### config.mk
export PLATFORM = sky130hd
export DESIGN_NAME = id_ex_exe_stage
export DESIGN_NICKNAME = d
export VERILOG_FILES = /design/src/rtl/id_ex_exe_stage.sv
export SDC_FILE = /design/constraint.sdc
export NUM_CORES = 1
export LEC_CHECK = 0
export ABC_AREA = 1
export BUFFER_PORTS_ARGS = -buffer_cell sky130_fd_sc_hd__buf_2
export CORE_ASPECT_RATIO = 1.1
export CORE_MARGIN = 10
export CORE_UTILIZATION = 35
export CTS_CLUSTER_DIAMETER = 120
export DETAILED_ROUTE_END_ITERATION = 7
export GPL_TIMING_DRIVEN = 0
export SYNTH_ARGS = -nofsm -noshare
export SYNTH_HDL_FRONTEND = slang
export SYNTH_SLANG_ARGS = --single-unit
export TNS_END_PERCENT = 5
### constraint.sdc
create_clock -name clk -period 3.5 [get_ports clk]
set_input_delay 0.525 -clock clk [delete_from_list [all_inputs] [get_ports clk]]
set_output_delay 0.525 -clock clk [all_outputs]
set_load 0.005 [all_outputs]
### src/rtl/id_ex_exe_stage.sv
// rtl/id_ex_exe_stage.sv - ID/EX pipeline register, EXE-stage ALU and EX/MEM pipeline register
module id_ex_exe_stage (
  input  logic        clk,
  input  logic        rst,
  input  logic        Stall_in,
  input  logic        Flush_in,
  input  logic        ID_valid_in,
  input  logic [31:0] ReadData1_in,
  input  logic [31:0] ReadData2_in,
  input  logic [31:0] Imm_in,
  input  logic [4:0]  Rd_in,
  input  logic [1:0]  EXE_forwarding_in,
  input  logic        Ctl_ALUSrc_in,
  input  logic        Ctl_MemtoReg_in,
  input  logic        Ctl_RegWrite_in,
  input  logic        Ctl_MemRead_in,
  input  logic        Ctl_MemWrite_in,
  input  logic [3:0]  Ctl_ALUOp_in,
  input  logic [31:0] MEM_ReadData_in,
  output logic        EXE_Ctl_MemtoReg_out,
  output logic        EXE_Ctl_RegWrite_out,
  output logic [4:0]  EXE_Rd_out,
  output logic [31:0] ALUresult_out,
  output logic        Zero_out,
  output logic        MEM_valid_out,
  output logic        MEM_Ctl_MemtoReg_out,
  output logic        MEM_Ctl_RegWrite_out,
  output logic        MEM_Ctl_MemRead_out,
  output logic        MEM_Ctl_MemWrite_out,
  output logic [31:0] MEM_ALUresult_out,
  output logic [31:0] MEM_WriteData_out,
  output logic [4:0]  MEM_Rd_out
);

  // ID/EX register fields
  logic        ex_valid;
  logic        ex_alusrc;
  logic        ex_memtoreg;
  logic        ex_regwrite;
  logic        ex_memread;
  logic        ex_memwrite;
  logic [3:0]  ex_aluop;
  logic [1:0]  ex_fwd;
  logic [31:0] ex_rd1;
  logic [31:0] ex_rd2;
  logic [31:0] ex_imm;
  logic [4:0]  ex_rd;

  // EXE-stage datapath
  logic [31:0] op_a;
  logic [31:0] op_b;
  logic [31:0] store_data;
  logic [31:0] alu_result;

  // ID/EX: reset or flush loads a bubble (data zeroed too), stall holds, otherwise capture
  always_ff @(posedge clk) begin
    if (rst || Flush_in) begin
      ex_valid    <= 1'b0;
      ex_alusrc   <= 1'b0;
      ex_memtoreg <= 1'b0;
      ex_regwrite <= 1'b0;
      ex_memread  <= 1'b0;
      ex_memwrite <= 1'b0;
      ex_aluop    <= 4'd0;
      ex_fwd      <= 2'd0;
      ex_rd1      <= 32'd0;
      ex_rd2      <= 32'd0;
      ex_imm      <= 32'd0;
      ex_rd       <= 5'd0;
    end else if (!Stall_in) begin
      ex_valid    <= ID_valid_in;
      ex_alusrc   <= Ctl_ALUSrc_in;
      ex_memtoreg <= Ctl_MemtoReg_in & ID_valid_in;
      // writes to x0 are dropped here so later stages never see them
      ex_regwrite <= Ctl_RegWrite_in & ID_valid_in & (Rd_in != 5'd0);
      ex_memread  <= Ctl_MemRead_in & ID_valid_in;
      ex_memwrite <= Ctl_MemWrite_in & ID_valid_in;
      ex_aluop    <= Ctl_ALUOp_in;
      ex_fwd      <= EXE_forwarding_in;
      ex_rd1      <= ReadData1_in;
      ex_rd2      <= ReadData2_in;
      ex_imm      <= Imm_in;
      ex_rd       <= Rd_in;
    end
  end

  // Operand selection with load-data forwarding, then the ALU
  always_comb begin
    op_a       = ex_fwd[0] ? MEM_ReadData_in : ex_rd1;
    store_data = ex_fwd[1] ? MEM_ReadData_in : ex_rd2;
    op_b       = ex_alusrc ? ex_imm : store_data;
    alu_result = 32'd0;
    case (ex_aluop)
      4'd0:    alu_result = op_a + op_b;
      4'd1:    alu_result = op_a - op_b;
      4'd2:    alu_result = op_a & op_b;
      4'd3:    alu_result = op_a | op_b;
      4'd4:    alu_result = op_a ^ op_b;
      4'd5:    alu_result = op_a << op_b[4:0];
      4'd6:    alu_result = op_a >> op_b[4:0];
      4'd7:    alu_result = $unsigned($signed(op_a) >>> op_b[4:0]);
      4'd8:    alu_result = {31'd0, ($signed(op_a) < $signed(op_b))};
      4'd9:    alu_result = {31'd0, (op_a < op_b)};
      4'd10:   alu_result = op_b;
      default: alu_result = 32'd0;
    endcase
  end

  assign ALUresult_out        = alu_result;
  assign Zero_out             = (alu_result == 32'd0);
  assign EXE_Ctl_MemtoReg_out = ex_memtoreg;
  assign EXE_Ctl_RegWrite_out = ex_regwrite;
  assign EXE_Rd_out           = ex_rd;

  // EX/MEM: reset clears, stall holds, otherwise capture the EXE result
  always_ff @(posedge clk) begin
    if (rst) begin
      MEM_valid_out        <= 1'b0;
      MEM_Ctl_MemtoReg_out <= 1'b0;
      MEM_Ctl_RegWrite_out <= 1'b0;
      MEM_Ctl_MemRead_out  <= 1'b0;
      MEM_Ctl_MemWrite_out <= 1'b0;
      MEM_ALUresult_out    <= 32'd0;
      MEM_WriteData_out    <= 32'd0;
      MEM_Rd_out           <= 5'd0;
    end else if (!Stall_in) begin
      MEM_valid_out        <= ex_valid;
      MEM_Ctl_MemtoReg_out <= ex_memtoreg;
      MEM_Ctl_RegWrite_out <= ex_regwrite;
      MEM_Ctl_MemRead_out  <= ex_memread;
      MEM_Ctl_MemWrite_out <= ex_memwrite;
      MEM_ALUresult_out    <= alu_result;
      MEM_WriteData_out    <= store_data;
      MEM_Rd_out           <= ex_rd;
    end
  end

endmodule

==> impl_results.md <==
* Fin Hold WS at 0.313 ns
* Yosys top cell area share at 0.209
* Synth Instances at 3,152
* Post-CTS Hold Buffers at 0
* Clk sinks at 187
* Worst clock skew at 0.0109 ns
* CTS Root Cell: clkbuf_16
* Largest net degree at the start of global routing at 17
* CTS clk-pin slew, worst paths at 0.07 ns
* Vias in the first global route at 23.3k
* Final WS setup at -1.24 ns
* CP max FO at 10
* 1st-pass router iterations at 6
* Tot GR Track Use at 0.357
* Post-synth EDFFs at 0
* Post-DRT Antenna Nets at 0
* Number of CTS-inserted buffers at 17
* Core Util, Final at 0.489
* Setup CP Type: reg -> out
* Worst-skew pair later-pin latency at 0.45 ns
* Initial Util at 0.356
* Max clock buf depth at 2
* Syn Std Cell Area at 17,900 µm²
* Asr flop ratio synth at 0
* Via density per instance at 5.80
* Die span in x at 236 µm
* DP Worst Slack at -2.51 ns
* DRT iter0 DRCs at 3,198
* CP Launch Type: flip-flop
* CTS tree: built
* Leak Pwr at 0.0124 µW
* DIE HEIGHT at 257 µm
* Yosys top cell by area: dfxtp_1
* Minimum clock period at 4.74 ns
* Critical Path AT at 4.22 ns
* Worst EP required at 2.97 ns
* Seq/Total Area, Yosys at 0.209
* Setup violators final at 39
* Top Ports at 263
* Final Hold Fails at 0
* Total grt overflow at 0
* Remaining routing DRC violations at 0
* # H-tree levels at 4
* YS warnings at 0
* Commonest register cell after synthesis: dfxtp_1
* Status: finished with violations
* RSZ-0062 raised after global routing: yes
* Post-synth top cells: nand2_1, nand3_1, nor2_1, inv_1, dfxtp_1
* Full die area at 60,700 µm²
* Worst slew pin tran at 1.18 ns
* Final period util at 1.35
* Avg Cell Area, Syn at 5.68 µm²
* Yosys cell types at 49
* Register bit total from synthesis at 187
* Critical path cell sequence: nor2_1, nand2_1, inv_1, clkbuf_1, a221oi_1, nand3_4, nor2_4, nand2_4, nor2_2, nand2_1, nor2_1, nand2_1, nor2_2, buf_2
* Avg WL per Cell at 27.1 µm
* Crit. End Element: primary output
* Overall power at 8940 µW
* Slew HR at 0.210
* Crit path top cell by count: nand2_1
* First-pass GRT wire length at 161,000 µm
* Routed via count at 24.5k
* Area Growth Syn to Fin at 37.3%
* DP HPWL at 91,000 µm
* Initial antenna violation count at 9
* # port buffers at 261
* Slowest CP cell: a221oi_1
* Most numerous cell in the Yosys netlist: nand2_1
* Max-slew violation count at 0
* Max-Cap Viols at 0
* Layout cells sized above 1 at 0.264
* PD cells at 363 nW/µm²
* Mapped Nets at 3,404
* Max IR drop VDD at 0.407 mV
* Hold WC Path Type: in -> reg
* Routability Congestion at 1.08
* Fin area at 24,600 µm²
* Placed inst area at 20,100 µm²
* Synth top area cells: dfxtp_1, nand2_1, nand3_1
* CP peak stage delay at 0.79 ns
* Failing checks: negative setup slack
* Row cnt at 86
* Layout net count at 3,806
* Max Clk Rate at 211 MHz
* Core footprint at 50,400 µm²
* DRT Wirelength at 114,000 µm
placed cells by master, fill, tap and decap left out, drive strengths merged, types with 3 or more instances in the layout:
master / count
a31oi: 5
nor3: 17
ha: 101
and2: 4
o221ai: 4
nor2: 383
a21oi: 159
nand4: 30
clkbuf: 107
nand3b: 5
a221oi: 14
inv: 359
nor4: 4
diode: 3
o21bai: 10
o21a: 11
nand3: 492
a21o: 3
o211ai: 27
a211oi: 57
buf: 472
clkinv: 8
clkinvlp: 4
o22ai: 23
nand2: 867
dfxtp: 187
o21ai: 188
bufbuf: 3
or2: 7
cells by family after synthesis:
family                   share of synthesized area
AO/OA/AOI/OAI                                0.165
flip-flops                                   0.209
AND/OR/NAND/NOR                              0.428
buffers and inverters                        0.124
XOR/XNOR                                  0.000978
adder cells (fa/ha/maj)                     0.0728
routing by layer:
metal  GRT usage  part of all wire  vias to the layer above
met5           0           0.00037                        -
met2       0.553              0.43                     1627
li1            -                 -                    11149
met4       0.216             0.073                        8
met3       0.113              0.12                      339
met1       0.424              0.37                    11390
final cells by class:
cell class                      instances  area, µm²
Clock inverter                         10       87.6
Antenna cell                            3       7.51
Inverter                              361       1400
Multi-Input combinational cell       2426      14300
Fill cell                            5453      25800
Sequential cell                       187       3750
Tap cell                              660        826
Clock buffer                           21        450
Timing Repair Buffer                  401       2650
Buffer                                160       1170
stage by stage:
step | setup TNS (ns) | std cells
3_5_place_dp | -83.94 | 4073
3_3_place_gp | -83.82 | 4073
5_1_grt | -27.00 | 4227
6_report | -24.27 | 4229
2_1_floorplan | 0 | 3152
4_1_cts | -21.22 | 4193
report_power, final:
group / leakage [µW] / switching (µW) / internal [µW]
registers: 0.00154 / 64.4 / 2240
clock network: 0.000262 / 917 / 940
logic: 0.0106 / 3180 / 1600
registers in the layout (all words and copies together), names as in the netlist, 2 cells and up:
name               flops
MEM_WriteData_out     32
ex_fwd                 2
MEM_Rd_out             5
ex_imm                32
MEM_ALUresult_out     32
EXE_Rd_out             5
ex_rd2                32
ex_rd1                32
ex_aluop               4
worst paths after layout:
check / start / endpoint / slack [ns] / cells past startpoint
min reg2reg: ex_rd2[20] / ex_rd2[20] / 0.46 / 2
max reg2reg: ex_alusrc / MEM_ALUresult_out[18] / -0.12 / 22
min: ReadData2_in[7] / ex_rd2[7] / 0.31 / 3
max: ex_aluop[3] / Zero_out / -1.24 / 14
critical path, delay by kind of cell (launching register included):
family,cells,cell delay (ns)
buf+inv,3,0.92
compound gates,1,0.79
flops,1,0.44
simple gates,10,1.60
what timing repair did:
action	4_1_cts	5_1_grt
resized for setup	515	231
pin swaps	110	104
cloned	4	1
setup endpoints to repair	65	55
buffers inserted	97	38
Note: power is estimated with default switching activity, not from simulation.
